[src/rtl/mem_bus_arbiter_pkg.sv]
// Shared types and constants for the two-master memory bus arbiter.
// No logic; imported by the arbiter top and its watchdog.
package mem_arb_pkg;

    typedef enum logic [1:0] {
        IDLE  = 2'd0,
        BUSY0 = 2'd1,
        BUSY1 = 2'd2
    } state_e;

    localparam int          NUM_MASTERS   = 2;
    localparam logic [31:0] TIMEOUT_RDATA = 32'hFFFF_FFFF;

    // One-hot owner view of the FSM state; zero while idle.
    function automatic logic [NUM_MASTERS-1:0] grant_of(input state_e s);
        return {s == BUSY1, s == BUSY0};
    endfunction

endpackage

[src/rtl/mem_bus_arbiter_if.sv]
// Single-beat memory request/response bundle (valid held until ready pulse).
// The master side drives the request fields; the slave side returns ready/rdata.
interface mem_bus_arbiter_if;

    logic        valid;
    logic        instr;
    logic [31:0] addr;
    logic [31:0] wdata;
    logic [3:0]  wstrb;
    logic        ready;
    logic [31:0] rdata;

    modport master (output valid, instr, addr, wdata, wstrb, input  ready, rdata);
    modport slave  (input  valid, instr, addr, wdata, wstrb, output ready, rdata);

endinterface

[src/rtl/mem_bus_arbiter_wdog.sv]
// Saturating wait counter for a granted transfer; expires when it reaches TIMEOUT.
// Registered count, combinational expire; TIMEOUT = 0 disables expiry entirely.
module mem_arb_wdog #(
    parameter int TIMEOUT = 15
) (
    input  logic clk,
    input  logic resetn,
    input  logic i_clr,
    input  logic i_inc,
    output logic o_expire
);

    localparam int            CW    = (TIMEOUT > 0) ? $clog2(TIMEOUT + 1) : 1;
    localparam logic [CW-1:0] LIMIT = CW'(TIMEOUT);

    logic [CW-1:0] r_cnt;

    always_ff @(posedge clk or negedge resetn) begin
        if (!resetn) begin
            r_cnt <= '0;
        end else if (i_clr) begin
            r_cnt <= '0;
        end else if (i_inc && (r_cnt != LIMIT)) begin
            r_cnt <= r_cnt + CW'(1);
        end
    end

    assign o_expire = (TIMEOUT > 0) && (r_cnt == LIMIT);

endmodule

[src/rtl/mem_bus_arbiter.sv]
// Two-master round-robin arbiter onto one memory slave, with a transfer watchdog.
// One cycle of arbitration latency; slave ready passes straight back to the owner.
module mem_bus_arbiter
    import mem_arb_pkg::*;
#(
    parameter int TIMEOUT = 15
) (
    input  logic                   clk,
    input  logic                   resetn,
    mem_bus_arbiter_if.slave       m0,
    mem_bus_arbiter_if.slave       m1,
    mem_bus_arbiter_if.master      mem,
    output logic [NUM_MASTERS-1:0] grant,
    output logic                   timeout_err
);

    state_e      r_state;
    state_e      w_next;
    logic        r_last_owner;

    logic        w_busy;
    logic        w_sel1;
    logic        w_req_vld;
    logic        w_expire;
    logic        w_done;
    logic        w_tmo;
    logic [31:0] w_rsp_dat;

    assign w_busy    = (r_state != IDLE);
    assign w_sel1    = (r_state == BUSY1);
    assign w_req_vld = w_busy && (w_sel1 ? m1.valid : m0.valid);
    assign w_done    = w_req_vld && mem.ready;
    // A slave answer on the expiry cycle still counts as a normal completion.
    assign w_tmo     = w_req_vld && w_expire && !mem.ready;
    assign w_rsp_dat = w_tmo ? TIMEOUT_RDATA : mem.rdata;
    assign grant     = grant_of(r_state);

    mem_arb_wdog #(
        .TIMEOUT (TIMEOUT)
    ) u_wdog (
        .clk      (clk),
        .resetn   (resetn),
        .i_clr    (!w_busy),
        .i_inc    (w_busy && !mem.ready),
        .o_expire (w_expire)
    );

    // last_owner resets to m1 so that m0 wins the first tie.
    always_ff @(posedge clk or negedge resetn) begin
        if (!resetn) begin
            r_state      <= IDLE;
            r_last_owner <= 1'b1;
        end else begin
            r_state <= w_next;
            if (w_done || w_tmo) begin
                r_last_owner <= w_sel1;
            end
        end
    end

    always_comb begin
        w_next = r_state;
        case (r_state)
            IDLE: begin
                if (m0.valid && m1.valid) begin
                    w_next = r_last_owner ? BUSY0 : BUSY1;
                end else if (m0.valid) begin
                    w_next = BUSY0;
                end else if (m1.valid) begin
                    w_next = BUSY1;
                end
            end
            BUSY0, BUSY1: begin
                // Owner withdrawing its request also frees the bus.
                if (!w_req_vld || w_done || w_tmo) begin
                    w_next = IDLE;
                end
            end
            default: w_next = IDLE;
        endcase
    end

    always_comb begin
        mem.valid   = 1'b0;
        mem.instr   = 1'b0;
        mem.addr    = '0;
        mem.wdata   = '0;
        mem.wstrb   = '0;
        m0.ready    = 1'b0;
        m0.rdata    = '0;
        m1.ready    = 1'b0;
        m1.rdata    = '0;
        timeout_err = w_tmo;
        if (w_busy) begin
            mem.valid = w_req_vld && !w_tmo;
            if (w_sel1) begin
                mem.instr = m1.instr;
                mem.addr  = m1.addr;
                mem.wdata = m1.wdata;
                mem.wstrb = m1.wstrb;
                m1.ready  = w_done || w_tmo;
                m1.rdata  = w_rsp_dat;
            end else begin
                mem.instr = m0.instr;
                mem.addr  = m0.addr;
                mem.wdata = m0.wdata;
                mem.wstrb = m0.wstrb;
                m0.ready  = w_done || w_tmo;
                m0.rdata  = w_rsp_dat;
            end
        end
    end

endmodule

[src/flat_wrapper.sv]
// flat-port wrapper written by rule: the top's interface ports become plain ports
module mem_bus_arbiter_flat import mem_arb_pkg::*;
#(
    parameter int TIMEOUT = 15
)
  (clk, resetn, grant, timeout_err, m0_valid, m0_instr, m0_addr, m0_wdata, m0_wstrb, m0_ready, m0_rdata, m1_valid, m1_instr, m1_addr, m1_wdata, m1_wstrb, m1_ready, m1_rdata, mem_valid, mem_instr, mem_addr, mem_wdata, mem_wstrb, mem_ready, mem_rdata);
  mem_bus_arbiter_if m0_i ();
  mem_bus_arbiter_if m1_i ();
  mem_bus_arbiter_if mem_i ();
  input  logic clk;
  input  logic resetn;
  output logic [NUM_MASTERS-1:0] grant;
  output logic timeout_err;
  input wire logic [$bits(m0_i.valid)-1:0] m0_valid;
  input wire logic [$bits(m0_i.instr)-1:0] m0_instr;
  input wire logic [$bits(m0_i.addr)-1:0] m0_addr;
  input wire logic [$bits(m0_i.wdata)-1:0] m0_wdata;
  input wire logic [$bits(m0_i.wstrb)-1:0] m0_wstrb;
  output wire logic [$bits(m0_i.ready)-1:0] m0_ready;
  output wire logic [$bits(m0_i.rdata)-1:0] m0_rdata;
  input wire logic [$bits(m1_i.valid)-1:0] m1_valid;
  input wire logic [$bits(m1_i.instr)-1:0] m1_instr;
  input wire logic [$bits(m1_i.addr)-1:0] m1_addr;
  input wire logic [$bits(m1_i.wdata)-1:0] m1_wdata;
  input wire logic [$bits(m1_i.wstrb)-1:0] m1_wstrb;
  output wire logic [$bits(m1_i.ready)-1:0] m1_ready;
  output wire logic [$bits(m1_i.rdata)-1:0] m1_rdata;
  output wire logic [$bits(mem_i.valid)-1:0] mem_valid;
  output wire logic [$bits(mem_i.instr)-1:0] mem_instr;
  output wire logic [$bits(mem_i.addr)-1:0] mem_addr;
  output wire logic [$bits(mem_i.wdata)-1:0] mem_wdata;
  output wire logic [$bits(mem_i.wstrb)-1:0] mem_wstrb;
  input wire logic [$bits(mem_i.ready)-1:0] mem_ready;
  input wire logic [$bits(mem_i.rdata)-1:0] mem_rdata;
  assign m0_i.valid = m0_valid;
  assign m0_i.instr = m0_instr;
  assign m0_i.addr = m0_addr;
  assign m0_i.wdata = m0_wdata;
  assign m0_i.wstrb = m0_wstrb;
  assign m0_ready = m0_i.ready;
  assign m0_rdata = m0_i.rdata;
  assign m1_i.valid = m1_valid;
  assign m1_i.instr = m1_instr;
  assign m1_i.addr = m1_addr;
  assign m1_i.wdata = m1_wdata;
  assign m1_i.wstrb = m1_wstrb;
  assign m1_ready = m1_i.ready;
  assign m1_rdata = m1_i.rdata;
  assign mem_valid = mem_i.valid;
  assign mem_instr = mem_i.instr;
  assign mem_addr = mem_i.addr;
  assign mem_wdata = mem_i.wdata;
  assign mem_wstrb = mem_i.wstrb;
  assign mem_i.ready = mem_ready;
  assign mem_i.rdata = mem_rdata;
  mem_bus_arbiter #(.TIMEOUT(TIMEOUT)) u_core (.clk(clk), .resetn(resetn), .m0(m0_i), .m1(m1_i), .mem(mem_i), .grant(grant), .timeout_err(timeout_err));
endmodule
[config.mk]
export PLATFORM = sky130hd
export DESIGN_NAME = mem_bus_arbiter_flat
export DESIGN_NICKNAME = d
export VERILOG_FILES = /design/src/rtl/mem_bus_arbiter_pkg.sv /design/src/rtl/mem_bus_arbiter_if.sv /design/src/rtl/mem_bus_arbiter_wdog.sv /design/src/rtl/mem_bus_arbiter.sv /design/src/flat_wrapper.sv
export SDC_FILE = /design/constraint.sdc
export NUM_CORES = 1
export LEC_CHECK = 0
export BUFFER_PORTS_ARGS = -buffer_cell sky130_fd_sc_hd__clkbuf_2
export CAP_MARGIN = 20
export CORE_AREA = 2 2 121 123
export DETAILED_ROUTE_END_ITERATION = 10
export DIE_AREA = 0 0 123 125
export PLACE_DENSITY = 0.53
export SETUP_SLACK_MARGIN = 0.3
export SYNTH_ARGS = -nofsm -noshare
export SYNTH_HDL_FRONTEND = slang
export SYNTH_SLANG_ARGS = --single-unit
[constraint.sdc]
create_clock -name clk -period 2.93 [get_ports clk]
set_clock_uncertainty 0.05 [all_clocks]
set_input_delay 0.1465 -clock clk [delete_from_list [all_inputs] [get_ports clk]]
set_output_delay 0.1465 -clock clk [all_outputs]
set_load 0.05 [all_outputs]
# Word-level counts from Yosys, hierarchy flattened
# Index checks and enable logic that the tools add are counted.
# op_classes
add_sub_neg	1
mul	0
n_div	0
magnitude_cmp	0
eq_ne	7
n_shift	0
n_mux	27
n_bitwise	0
reduce_logical	18
# op_table
cell	count
32-bit 2-to-1 mux	9
4-bit 2-to-1 mux	4
2-bit 2-to-1 mux	5
1-bit logical AND	8
1-bit 2-to-1 mux	8
4-bit by 1-bit adder with 4-bit output, second input constant	1
4-bit == test, second input constant	1
4-bit by 3-bit inequality test with 1-bit output, second input constant	1
4-bit inequality test, second input constant	1
2-bit one-hot mux with 2 select lines	1
1-bit logical NOT	3
1-bit logical OR	3
2-bit by 1-bit == test with 1-bit output, second input constant	1
2-bit == test, second input constant	1
2-bit logical NOT	1
2-bit by 1-bit inequality test with 1-bit output, second input constant	1
2-bit inequality test, second input constant	1
2-bit AND reduction	1
2-bit nonzero test	1
2-bit OR reduction	1
# totals
register_bits	7
latchBits	0
ram_bits	0
mem_bits_ro	0
input_bits	175
out_inout_bits	139
mem_count	0

# Depth between registers and ports, before layout
# depth
ltp_word	8
mapped_depth	7
mapped_depth_nobuf	5

# Hierarchy
# A second synthesis with hierarchy kept.
# hier_totals
hier_cells	281
hier_area_um2	2100.8
# by_module_without_submodules
mod	instances	cells_per_inst	area_each_um2	seq_area_each_um2
mem_bus_arbiter	1	261	1871.8	76.3
mem_arb_wdog	1	20	229.0	100.1

# Worst setup path after synthesis
# No wires, ideal clock.
# synth_timing
path_kind	reg-to-reg
from	reg u_core.r_state[0]
to	reg u_core.r_last_owner
setup_ps	70
arrival_ps	2795
required_ps	2810
slack_ps	15
stages_incl_launch_ff	6
synth_period_minus_slack_ps	2915
cell_sequence	dfrtp_1 inv_1 ha_1 mux2i_2 nor4b_1 nand2b_1
# synth_via
elab_chain_cells	6
# synth_rtl
element	line	text
start, declared	mem_bus_arbiter.sv:17	state_e r_state;
start signal, assigned	mem_bus_arbiter.sv:54	r_state <= w_next;
2-bit == test *	mem_bus_arbiter.sv:30	assign w_sel1 = (r_state == BUSY1);
net u_core.w_sel1	mem_bus_arbiter.sv:22	logic w_sel1;
1-bit 2-to-1 mux	mem_bus_arbiter.sv:31	assign w_req_vld = w_busy && (w_sel1 ? m1.valid : m0.valid);
1-bit logical AND	mem_bus_arbiter.sv:31	
1-bit logical AND (2 in a row)	mem_bus_arbiter.sv:34	assign w_tmo = w_req_vld && w_expire && !mem.ready;
1-bit logical OR	mem_bus_arbiter.sv:55	if (w_done || w_tmo) begin
end signal, assigned	mem_bus_arbiter.sv:56	r_last_owner <= w_sel1;
end, declared	mem_bus_arbiter.sv:19	logic r_last_owner;
# The timed path passes the listed nets; every way through them passes the cells marked *.
# A chain may end at the register's enable or synchronous reset.

# Final worst setup path
# layout_timing
from	reg u_core.r_state[0]
to	out mem_addr[26]
# layout_via
elab_chain_cells	3
# layout_rtl
element	line	text
2-bit == test	mem_bus_arbiter.sv:30	
32-bit 2-to-1 mux	mem_bus_arbiter.sv:96	if (w_sel1) begin
32-bit 2-to-1 mux *	mem_bus_arbiter.sv:94	if (w_busy) begin
end, declared	flat_wrapper.sv:30	output wire logic [$bits(mem_i.addr)-1:0] mem_addr;
# Every way passes the cells marked *; elsewhere a longest branch is shown, timed or not.

==> metrics.txt <==
status=finished clean; crit path time final=2350 ps; antenna viol nets, final=0; distinct cell type count after synthesis=31; post-CTS resize count=0; Synth Area per Inst=7.35 um^2; Mapped Nets=457; Worst Reg-to-Reg Cells=5; CP cell instances=inv_1 > ha_4 > buf_4 > mux2i_1 > nor2_1 > clkbuf_2; Clk pin slew, worst setup/hold paths=30 ps; DR vias=3042; final wirelength=9100 um; All-Layer GR Usage=10.2%; Nets=750; global-route wire length before repair=12400 um; number of synthesized flops with an enable pin=0; H-tree Lvls=1; r2r startpoint=u_core.r_state[0]$_DFFE_PN0P_; Cells after Synth=278; DRT iter0 DRCs=71; crit path launch type=register; Rel. slew slack=47.0%; Max Buffers Root-to-Sink=2; share of the synthesized area in the top cell type=34.3%; Data arrival, critical path=2160 ps; I/O pins=314; WL/cell=12.1 um; CP endpoint kind=output port; power per cell area=1400 mW/mm^2; Synth warnings=0; Root Driver=clkbuf_16; largest cells by area after synthesis=mux2i_1 34%, o21a_1 24%, nor2_1 14%; Peak Freq=425 MHz; Die ar.=0.0154 mm^2; Async S/R FF share, synth=100%; TritonCTS Buffers=3; Final Hold Viols=0; Die Ht=125 um; Final Cycle Share=80.4%; Min-Delay Path Class=primary input to asynchronous set/reset pin; largest net degree at the start of global routing=82; top cells by count, synth=76 x nor2_1, 70 x mux2i_1, 64 x o21a_1; Via density=4.03; WP data required=2730 ps; Post-Route Setup TNS=0 ps; row cnt=44; Pleak=2.16 nW; R2R setup slack=830 ps; number of diodes=0; share of the yosys chip area belonging to registers=8.63%; clk sinks=7; max-slew violations=0; worst skew pair latency=240 ps; Area Overhead vs Synth=89.8%; worst vdd ir=0.000557 V; Residual DRC=0; hold buffers post-CTS=1; FF+latch count, synth=7; First-pass DRT Iterations=4; ys flop type=dfrtp_1; fin util=27.3%; Core Region=0.0142 mm^2; Final setup viols=0; vias in the first global route=2607; Placer Congestion=0.750; Post-CTS Setup Bufs=0; die width=123 um; total gr overflow=0; CP max stage delay=550 ps; RSZ-0062 raised after global routing=false; CTS tree=yes; count leader, synth=nor2_1; maxcap violations=0; detailed placement HPWL=7650 um; area leader, netlist=mux2i_1; starting density of the core=14.4%; CP delay by family, top=buffers and inverters; crit-path max FO=40; Critical R2R Capture=u_core.r_state[0]$_DFFE_PN0P_; IO buf count=313; worst setup path class=register to output port; Cell Area, Synth=0.00204 mm^2; initial antenna violation count=0; CP max stage cell=buf_4; Slew @ Worst Pin=795 ps; share of cells above drive strength 1=58.6%; crit path buf inv count=3
==> worst max-delay path by stage <==
stage,from,cells after the start,to,slack [ps]
2_1_floorplan,u_core.r_state[0]$_DFFE_PN0P_,5,mem_valid,640
3_3_place_gp,u_core.r_state[0]$_DFFE_PN0P_,5,u_core.r_state[1]$_DFFE_PN0P_,790
3_5_place_dp,u_core.r_state[0]$_DFFE_PN0P_,5,u_core.r_state[0]$_DFFE_PN0P_,800
4_1_cts,u_core.r_state[0]$_DFFE_PN0P_,5,m0_ready,550
5_1_grt,u_core.r_state[0]$_DFFE_PN0P_,5,mem_wdata[30],430
6_report,u_core.r_state[0]$_DFFE_PN0P_,6,mem_addr[26],580
==> flip-flops by register name (all words and copies together) (netlist names) <==
name / count
u_core.u_wdog.r_cnt: 4
u_core.r_state: 2
u_core.r_last_owner: 1
==> stage by stage <==
stage | hold WS [ps] | instances | power [W] | area [um^2] | setup WS [ps]
2_1_floorplan | -199 | 278 | 0.00418 | 2060 | 636
3_5_place_dp | -54.4 | 749 | 0.00524 | 3790 | 798
4_1_cts | 260 | 754 | 0.00549 | 3880 | 552
3_3_place_gp | -58.4 | 749 | 0.00526 | 3790 | 789
6_report | 241 | 754 | 0.00544 | 3880 | 575
5_1_grt | 263 | 754 | 0.00572 | 3880 | 426
==> metal layers <==
layer / share of wire [%] / global-route usage [%]
met5: 0 / 0
met4: 1.4 / 3.54
met3: 9.7 / 1.46
met2: 52 / 20.4
met1: 37 / 10.4
==> final cells by class <==
cell class / count / area (um^2)
Fill cell: 1620 / 10300
Multi-Input combinational cell: 237 / 1740
Timing Repair Buffer: 320 / 1650
Tap cell: 184 / 230
Inverter: 2 / 7.51
Sequential cell: 7 / 176
Clock buffer: 4 / 78.8
==> logic make-up (layout without fill, tap and decap cells) <==
| kind of cell | count (synthesis) | in the layout | share of synthesized area [%] |
|---|---|---|---|
| adder cells (fa/ha/maj) | 4 | 4 | 2.45 |
| AO/OA/AOI/OAI | 72 | 72 | 26.8 |
| buffers and inverters | 34 | 326 | 8.27 |
| multiplexers | 72 | 72 | 35.5 |
| flip-flops | 7 | 7 | 8.63 |
| AND/OR/NAND/NOR | 88 | 88 | 17.9 |
| XOR/XNOR | 1 | 1 | 0.429 |
==> placed cells by master, fill, tap and decap left out, types with 2 or more instances in the layout <==
cell,n
nor2_1,75
clkbuf_2,313
a32o_1,2
ha_1,2
inv_1,2
buf_12,2
nand2b_1,2
clkbuf_16,3
mux2i_1,70
o21a_1,64
dfrtp_1,6
buf_4,4
==> report_power, final <==
| part | switching [W] | internal, W |
|---|---|---|
| combinational | 0.00382 | 0.00123 |
| sequential | 0.0000277 | 0.000132 |
| clock | 0.0000559 | 0.000181 |
| total | 0.00390 | 0.00154 |
No activity file was read; power rests on OpenSTA's default activity.
